`config.mk`:
```
export PLATFORM = sky130hd
export DESIGN_NAME = mem_lsu
export DESIGN_NICKNAME = d
export VERILOG_FILES = /design/src/rtl/mem_lsu_pkg.sv /design/src/rtl/mem_lsu_align.sv /design/src/rtl/mem_lsu.sv
export SDC_FILE = /design/constraint.sdc
export NUM_CORES = 2
export LEC_CHECK = 0
export ABC_AREA = 1
export CORE_AREA = 2 2 293 295
export CTS_BUF_LIST = sky130_fd_sc_hd__clkbuf_4 sky130_fd_sc_hd__clkbuf_8
export CTS_CLUSTER_DIAMETER = 150
export DETAILED_ROUTE_END_ITERATION = 8
export DIE_AREA = 0 0 295 297
export PLACE_DENSITY = 0.56
export SLEW_MARGIN = 15
export SYNTH_ARGS = -nofsm -noshare
export SYNTH_HDL_FRONTEND = slang
export SYNTH_SLANG_ARGS = --single-unit
```
`constraint.sdc`:
```
create_clock -name clk -period 6.7 [get_ports clk]
set_input_delay 1.34 -clock clk [delete_from_list [all_inputs] [get_ports clk]]
set_output_delay 1.34 -clock clk [all_outputs]
set_load 0.05 [all_outputs]
```
`src/rtl/mem_lsu_pkg.sv`:
```
// Shared types and constants for the memory-access stage.
package mem_lsu_pkg;

  localparam int XLEN   = 64;
  localparam int STRB_W = XLEN / 8;

  // Access size encodings carried in mem_size
  localparam logic [1:0] MEM_B = 2'd0;
  localparam logic [1:0] MEM_H = 2'd1;
  localparam logic [1:0] MEM_W = 2'd2;
  localparam logic [1:0] MEM_D = 2'd3;

  typedef enum logic [1:0] {IDLE, REQ, WAIT} mem_state_t;

  // Execute -> memory -> writeback pipeline record
  typedef struct packed {
    logic            is_valid;
    logic [63:0]     pc;
    logic [4:0]      rd;
    logic            rf_wr_en;
    logic            mem_rd;
    logic            mem_wr;
    logic [1:0]      mem_size;
    logic            mem_unsigned;
    logic [63:0]     mem_addr;
    logic [63:0]     mem_data;
    logic [63:0]     rf_wr_data;
  } interconnection_struct;

  // Low address bits that must be zero for a naturally aligned access
  function automatic logic [2:0] size_mask(input logic [1:0] size);
    case (size)
      MEM_B:   size_mask = 3'b000;
      MEM_H:   size_mask = 3'b001;
      MEM_W:   size_mask = 3'b011;
      default: size_mask = 3'b111;
    endcase
  endfunction

endpackage

```
`src/rtl/mem_lsu_align.sv`:
```
// Combinational byte-lane logic: store strobe/data placement, load lane
// extraction with zero/sign extension, and the natural-alignment check.
module mem_lsu_align
  import mem_lsu_pkg::*;
(
  input  logic [2:0]  offset,
  input  logic [1:0]  size,
  input  logic        is_unsigned,
  input  logic [63:0] st_data,
  input  logic [63:0] ld_word,
  output logic [7:0]  strb,
  output logic [63:0] wdata,
  output logic [63:0] ld_result,
  output logic        misaligned
);

  logic [7:0]  base_strb;
  logic [63:0] lane;

  // Strobe/data placement and load extraction from the byte offset
  always_comb begin
    misaligned = |(offset & size_mask(size));

    case (size)
      MEM_B:   base_strb = 8'h01;
      MEM_H:   base_strb = 8'h03;
      MEM_W:   base_strb = 8'h0F;
      default: base_strb = 8'hFF;
    endcase
    strb  = base_strb << offset;
    wdata = st_data << {offset, 3'b000};

    lane = ld_word >> {offset, 3'b000};
    case (size)
      MEM_B:   ld_result = is_unsigned ? {56'd0, lane[7:0]}  : {{56{lane[7]}},  lane[7:0]};
      MEM_H:   ld_result = is_unsigned ? {48'd0, lane[15:0]} : {{48{lane[15]}}, lane[15:0]};
      MEM_W:   ld_result = is_unsigned ? {32'd0, lane[31:0]} : {{32{lane[31]}}, lane[31:0]};
      default: ld_result = lane;
    endcase
  end

endmodule

```
`src/rtl/mem_lsu.sv`:
```
// Memory-access stage: issues one load/store at a time on a valid/ready port,
// stalls upstream while busy, and registers the result record for writeback.
module mem_lsu
  import mem_lsu_pkg::*;
#(
  parameter int XLEN_P   = XLEN,
  parameter int STRB_W_P = XLEN_P / 8
) (
  input  logic                  clk,
  input  logic                  rst_n,
  input  interconnection_struct i_struct,
  output logic                  o_stall,
  output interconnection_struct o_struct,
  output logic                  o_misaligned,
  output logic                  dmem_req_valid,
  input  logic                  dmem_req_ready,
  output logic                  dmem_req_we,
  output logic [XLEN_P-1:0]     dmem_req_addr,
  output logic [XLEN_P-1:0]     dmem_req_wdata,
  output logic [STRB_W_P-1:0]   dmem_req_strb,
  input  logic                  dmem_rsp_valid,
  input  logic [XLEN_P-1:0]     dmem_rsp_rdata
);

  mem_state_t            state;
  interconnection_struct cap;

  logic        mem_op;
  logic        idle;
  logic [2:0]  al_off;
  logic [1:0]  al_size;
  logic        al_uns;
  logic [7:0]  al_strb;
  logic [63:0] al_wdata;
  logic [63:0] al_ld;
  logic        al_mis;

  assign idle    = (state == IDLE);
  assign o_stall = !idle;
  assign mem_op  = i_struct.is_valid && (i_struct.mem_rd || i_struct.mem_wr);

  // Alignment logic looks at the incoming op in IDLE and the captured op otherwise
  always_comb begin
    al_off  = idle ? i_struct.mem_addr[2:0] : cap.mem_addr[2:0];
    al_size = idle ? i_struct.mem_size      : cap.mem_size;
    al_uns  = idle ? i_struct.mem_unsigned  : cap.mem_unsigned;
  end

  mem_lsu_align u_align (
    .offset      (al_off),
    .size        (al_size),
    .is_unsigned (al_uns),
    .st_data     (i_struct.mem_data),
    .ld_word     (dmem_rsp_rdata),
    .strb        (al_strb),
    .wdata       (al_wdata),
    .ld_result   (al_ld),
    .misaligned  (al_mis)
  );

  // Access FSM with registered request and writeback outputs
  always_ff @(posedge clk or negedge rst_n) begin
    if (!rst_n) begin
      state          <= IDLE;
      cap            <= '0;
      o_struct       <= '0;
      o_misaligned   <= 1'b0;
      dmem_req_valid <= 1'b0;
      dmem_req_we    <= 1'b0;
      dmem_req_addr  <= '0;
      dmem_req_wdata <= '0;
      dmem_req_strb  <= '0;
    end else begin
      o_misaligned <= 1'b0;
      case (state)
        IDLE: begin
          if (mem_op) begin
            // Memory ops always leave a bubble; the result appears at completion
            o_struct.is_valid <= 1'b0;
            if (al_mis) begin
              o_misaligned <= 1'b1;
            end else begin
              cap            <= i_struct;
              dmem_req_valid <= 1'b1;
              dmem_req_we    <= i_struct.mem_wr;
              dmem_req_addr  <= {i_struct.mem_addr[63:3], 3'b000};
              dmem_req_wdata <= i_struct.mem_wr ? al_wdata : '0;
              dmem_req_strb  <= i_struct.mem_wr ? al_strb : '0;
              state          <= REQ;
            end
          end else if (i_struct.is_valid) begin
            o_struct <= i_struct;
          end else begin
            o_struct.is_valid <= 1'b0;
          end
        end
        REQ: begin
          if (dmem_req_ready) begin
            dmem_req_valid <= 1'b0;
            if (cap.mem_wr) begin
              o_struct <= cap;
              state    <= IDLE;
            end else begin
              state <= WAIT;
            end
          end
        end
        WAIT: begin
          if (dmem_rsp_valid) begin
            o_struct            <= cap;
            o_struct.rf_wr_data <= al_ld;
            state               <= IDLE;
          end
        end
        default: state <= IDLE;
      endcase
    end
  end

endmodule

```
==> Yosys cells after proc, flatten, opt, wreduce, memory -nomap -nowiden <==
Index checks and enable logic that the tools add are counted.
{ "op_classes": {"n_eq_ne": 11, "shift": 3, "mux": 32, "n_bitwise": 2, "reduce_logical": 13} }
{ "ops": {"columns": ["operator", "count"], "rows": [
  ["268-bit two-way mux", 3],
  ["268-bit one-hot mux with 3 select lines", 1],
  ["267-bit two-way mux", 2],
  ["64-bit two-way mux", 4],
  ["64-bit one-hot mux with 3 select lines", 1],
  ["64-bit by 6-bit left shift with 64-bit output", 1],
  ["64-bit by 6-bit right shift with 64-bit output", 1],
  ["8-bit one-hot mux with 3 select lines", 1],
  ["2-bit inequality test (second input constant)", 7],
  ["2-bit two-way mux", 6],
  ["4-bit AND reduction", 3],
  ["1-bit two-way mux", 9],
  ["3-bit one-hot mux with 3 select lines", 1],
  ["8-bit two-way mux", 1],
  ["8-bit by 3-bit left shift with 8-bit output", 1],
  ["2-bit one-hot mux with 3 select lines", 1],
  ["6-bit AND reduction", 1],
  ["2-bit by 1-bit == test with 1-bit output (second input constant)", 2],
  ["2-bit == test (second input constant)", 2],
  ["2-bit zero test", 2],
  ["3-bit AND", 1],
  ["3-bit two-way mux", 1],
  ["3-bit AND reduction", 1],
  ["3-bit nonzero test", 1],
  ["other kinds (7)", 7]
]} }
{ "totals": {"regBits": 673, "input_bits": 336, "wordCells": 89} }

==> Depth between registers and ports, before layout <==
{ "depth": {"word_depth": 9, "mapped_depth": 20} }

==> Modules after synthesis <==
From an unflattened synthesis, not the netlist that was laid out.
{ "hier_totals": {"cells_unflattened": 4340, "area_unflattened_um2": 31850.5} }
{ "by_module_without_submodules": {"columns": ["module", "instances", "cells_per_inst", "area_each_um2", "seq_area_each_um2"], "rows": [
  ["mem_lsu", 1, 3553, 28049.4, 15314.7],
  ["mem_lsu_align", 1, 787, 3801.1, 0.0]
]} }

==> Least setup slack after synthesis <==
No wires, ideal clock.
{ "synth_path": {"kind": "input -> register", "from": "input i_struct[128] (netlist bit)", "to": "register dmem_req_wdata[54]", "setup_ns": 0.118, "arrival_ns": 2.626, "t_required_ns": 6.582, "slack_ns": 3.956, "cell_stages": 11, "path_cell_list": "nand2_2 nand2_4 buf_4 buf_4 buf_4 clkbuf_1 o21ai_0 o21ai_0 nand2_1 nand3_1 nand2_1"} }
{ "synth_via": {"elab_chain_cells": 5, "elab_cells_between_ends": 7, "classes_between": "1 x shift; 2 x mux; 2 x bitwise; 2 x reduce/logical"} }
{ "synth_rtl": {"columns": ["item", "line_no", "source"], "rows": [
  ["start, declared", "mem_lsu.sv:11", "input interconnection_struct i_struct,"],
  ["3-bit two-way mux *", "mem_lsu.sv:44", "al_off = idle ? i_struct.mem_addr[2:0] : cap.mem_addr[2:0];"],
  ["branches (longest 4 deep; another with 64-bit by 6-bit left shift with 64-bit output)", null, null],
  ["end signal, assigned", "mem_lsu.sv:87", "dmem_req_wdata <= i_struct.mem_wr ? al_wdata : '0;"],
  ["end, declared", "mem_lsu.sv:19", "output logic [XLEN_P-1:0] dmem_req_wdata,"]
]} }
Mark *: on every way between the ends.
A chain may end at the register's enable or synchronous reset.

==> Worst setup path in the final report <==
{ "layout_path": {"from": "input i_struct[128] (netlist bit)", "to": "register cap[209] (netlist bit)"} }
{ "layout_via": {"elab_chain_cells": 5} }
{ "layout_rtl": {"columns": ["item", "line_no", "source"], "rows": [
  ["3-bit two-way mux", "mem_lsu.sv:44", null],
  ["3-bit AND", "mem_lsu_align.sv:22", "misaligned = |(offset & size_mask(size));"],
  ["3-bit OR reduction", "mem_lsu_align.sv:22", null],
  ["1-bit inverter (no source line)", null, null],
  ["3-bit AND reduction (no source line)", null, null],
  ["end signal, assigned", "mem_lsu.sv:83", "cap <= i_struct;"],
  ["end, declared", "mem_lsu.sv:26", "interconnection_struct cap;"]
]} }
No other way between the ends.

==> metrics.md <==
| Metric | Value |
|---|---|
| Mapped Area | 0.0297 mm^2 |
| Clock root buffer | clkbuf_8 |
| Die Wd | slightly below 300 um |
| Setup ws final | 1970 ps |
| Area leader, netlist | dfrtp_1 |
| Slew headroom | between 20% and 30% |
| Total CTS buffers | 109 |
| Setup total negative slack | 0 ps |
| Initial antenna violation count | 35 |
| Placed Area | 0.0373 mm^2 |
| Worst-path fanout max | 122 |
| Skew-Pair Late Insertion Delay | 740 ps |
| GRT busiest layer | met2 |
| Register bit total from synthesis | 612 |
| CTS H-Tree Depth | 3 |
| Startpoint Class | input port |
| I/O pins | approximately 740 |
| Top FF cell, synth | dfrtp_1 |
| Buffers added on ports | 740 |
| Number of max-cap violations | 0 |
| Core ar. | 0.0845 mm^2 |
| Hold Crit Class | flip-flop to flip-flop |
| Synthesized area per cell | 7.99 um^2 |
| Postcts setup bufs | 0 |
| Clk_skew | 39.6 ps |
| Sink Count | 612 |
| RSZ-0062 raised after global routing | false |
| Layout cells sized above 1 | 6.33% |
| Leak | ~0.019 uW |
| Vias in the first global route | approximately 27000 |
| Power Density | 623 mW/mm^2 |
| Starting Density | 35.1% |
| Peak Freq | 0.211 GHz |
| GR Util met1 | 34.1% |
| Top-area cell type share of the netlist area | 51.6% |
| Cell Rows | roughly 110 |
| Routed WL | roughly 120000 um |
| First-pass DRT Iterations | 5 |
| Reg clk slew, reported paths | 60 ps |
| Yosys cell types | between 40 and 50 |
| Deepest clock path buffer count | 3 |
| Period utilization | 70.7% |
| Fill cells | approximately 8400 |
| Total GRT Usage | 26.3% |
| Area contributors post-synth | dfrtp_1 52%, nand2_1 18%, o21ai_0 8.4% |
| First-pass GRT wire length | 176000 um |
| Warnings from Yosys | 0 |
| Mapped Cells | 3717 |
| Hold buffer count at cts | 0 |
| DP Wirelength | 79800 um |
| Final Hold Slack | 466 ps |
| Layout Utilization | around 47% |
| Pins Over Slew Limit | 0 |
| CTS resizes | 0 |
| Final nets | 4608 |
| Crit. End Element | flip-flop |
| DR WL/cell | 21.3 um |
| Avg Vias per Cell | 5.04 |
| Sequential area share after synthesis | approximately half |
| Most common cell in the netlist | nand2_1 |
| Met3 Track Usage GR | approximately 8.4% |
| Design area | 0.0398 mm^2 |
| Critical Setup Path Class | input port to flip-flop |
| Die height | 297 um |
| Worst-Margin Slew | 1090 ps |
| P&R area growth vs syn | 34.1% |
| Via count | 27825 |
| Status | finished, final reports clean |
| # DRC | 0 |
| DP Worst Slack | 1270 ps |
| TritonCTS clock tree | yes |
| Post-synth EDFFs | 0 |
| Synth async-reset ratio | 100% |
| Grt ovf | 0 |
| Peak supply drop | between 0.5 and 0.6 mV |
| Met2 Usage GRT | 40.7% |
| Worst Path Required | 7350 ps |
| Final Hold Fails | 0 |
| GPL Wtd Cong | ~0.90 |
| Largest net degree at the start of global routing | 193 |
| Final min period | 4730 ps |
| Post-DRT Antenna Nets | 0 |
| Die ar. | a little under 0.09 mm^2 |
| Crit path DAT | 5380 ps |
| Initial DRC count | between 2000 and 2500 |
| Final setup violation count | 0 |
| Top post-synthesis cells by count | 1411 x nand2_1, 612 x dfrtp_1, 499 x o21ai_0 |
## logic make-up (layout without fill, tap and decap cells)
family,Yosys count,after routing,synth area share [%]
adder cells (fa/ha/maj),4,4,0.169
other,1,19,0.0126
AND/OR/NAND/NOR,1603,1603,21.2
flip-flops,612,612,51.6
AO/OA/AOI/OAI,962,962,18.7
multiplexers,5,5,0.173
buffers and inverters,530,1169,8.20
## registers in the layout, summed over array words and instances (netlist names)
register	cells
dmem_req_wdata	64
o_struct	268
state	2
cap	268
o_misaligned	1
dmem_req_valid	1
dmem_req_strb	8
## placed cells by master, fill, tap and decap left out, types with 16 or more instances in the layout
cell type,instances
nand2_1,1410
clkdlybuf4s50_1,739
dfrtp_1,612
o21ai_0,499
a22oi_1,202
inv_1,185
a21oi_1,163
clkbuf_8,150
nand3_1,106
nor2_1,55
clkbuf_4,34
o21ai_1,25
buf_4,22
o211ai_1,17
diode_2,16
a22o_1,16
## final cells by class
class / count / area, um^2 / share of cell area (%)
Antenna cell: 16 / 40.0 / 0.101
Sequential cell: 612 / 15300 / 38.5
Clock buffer: 184 / 2320 / 5.83
Timing Repair Buffer: 772 / 7780 / 19.5
Inverter: 196 / 751 / 1.89
Tap cell: 1144 / 1430 / 3.60
Clock inverter: 17 / 183 / 0.459
Multi-Input combinational cell: 2577 / 12000 / 30.1
## worst max-delay path: stages
cell	delay, ps
clkdlybuf4s50_1	450
nand2_2	220
nand2_8	430
nor2_8	500
inv_2	220
nand2_2	150
nand3_4	500
inv_6	710
buf_4	500
nand2_1	90
nand2_1	80
## layer usage
metal  share of wire [%]  wire [um]
met5                0.25        291
met4                 3.7       4400
met3                 9.1      10700
met2                  45      53000
met1                  42      49300
## stage by stage
step | total power [uW] | cells
2_1_floorplan | 16200 | 3719
3_3_place_gp | 20800 | 5301
3_5_place_dp | 20900 | 5301
4_1_cts | 25000 | 5502
5_1_grt | 26500 | 5514
6_report | 24800 | 5518
## where the power goes
part	internal [uW]	total (uW)	switching [uW]	leakage, uW
registers	5330	6270	935	0.00783
clock network	2290	3960	1670	0.00133
logic	4240	14600	10300	0.00944
## path summary, 6_finish.rpt
check                      slack, ps           from            end  depth (start not counted)
max                             1970  i_struct[128]       cap[209]                         11
min                              470       cap[267]       cap[267]                          2
max reg2reg                     2070       state[1]       cap[209]                         14
min reg2reg                      470       cap[267]       cap[267]                          2
max in group asynchronous       4480          rst_n       cap[140]                          2
min in group asynchronous        670          rst_n  o_struct[105]                          1
Note: power is estimated with default switching activity, not from simulation.
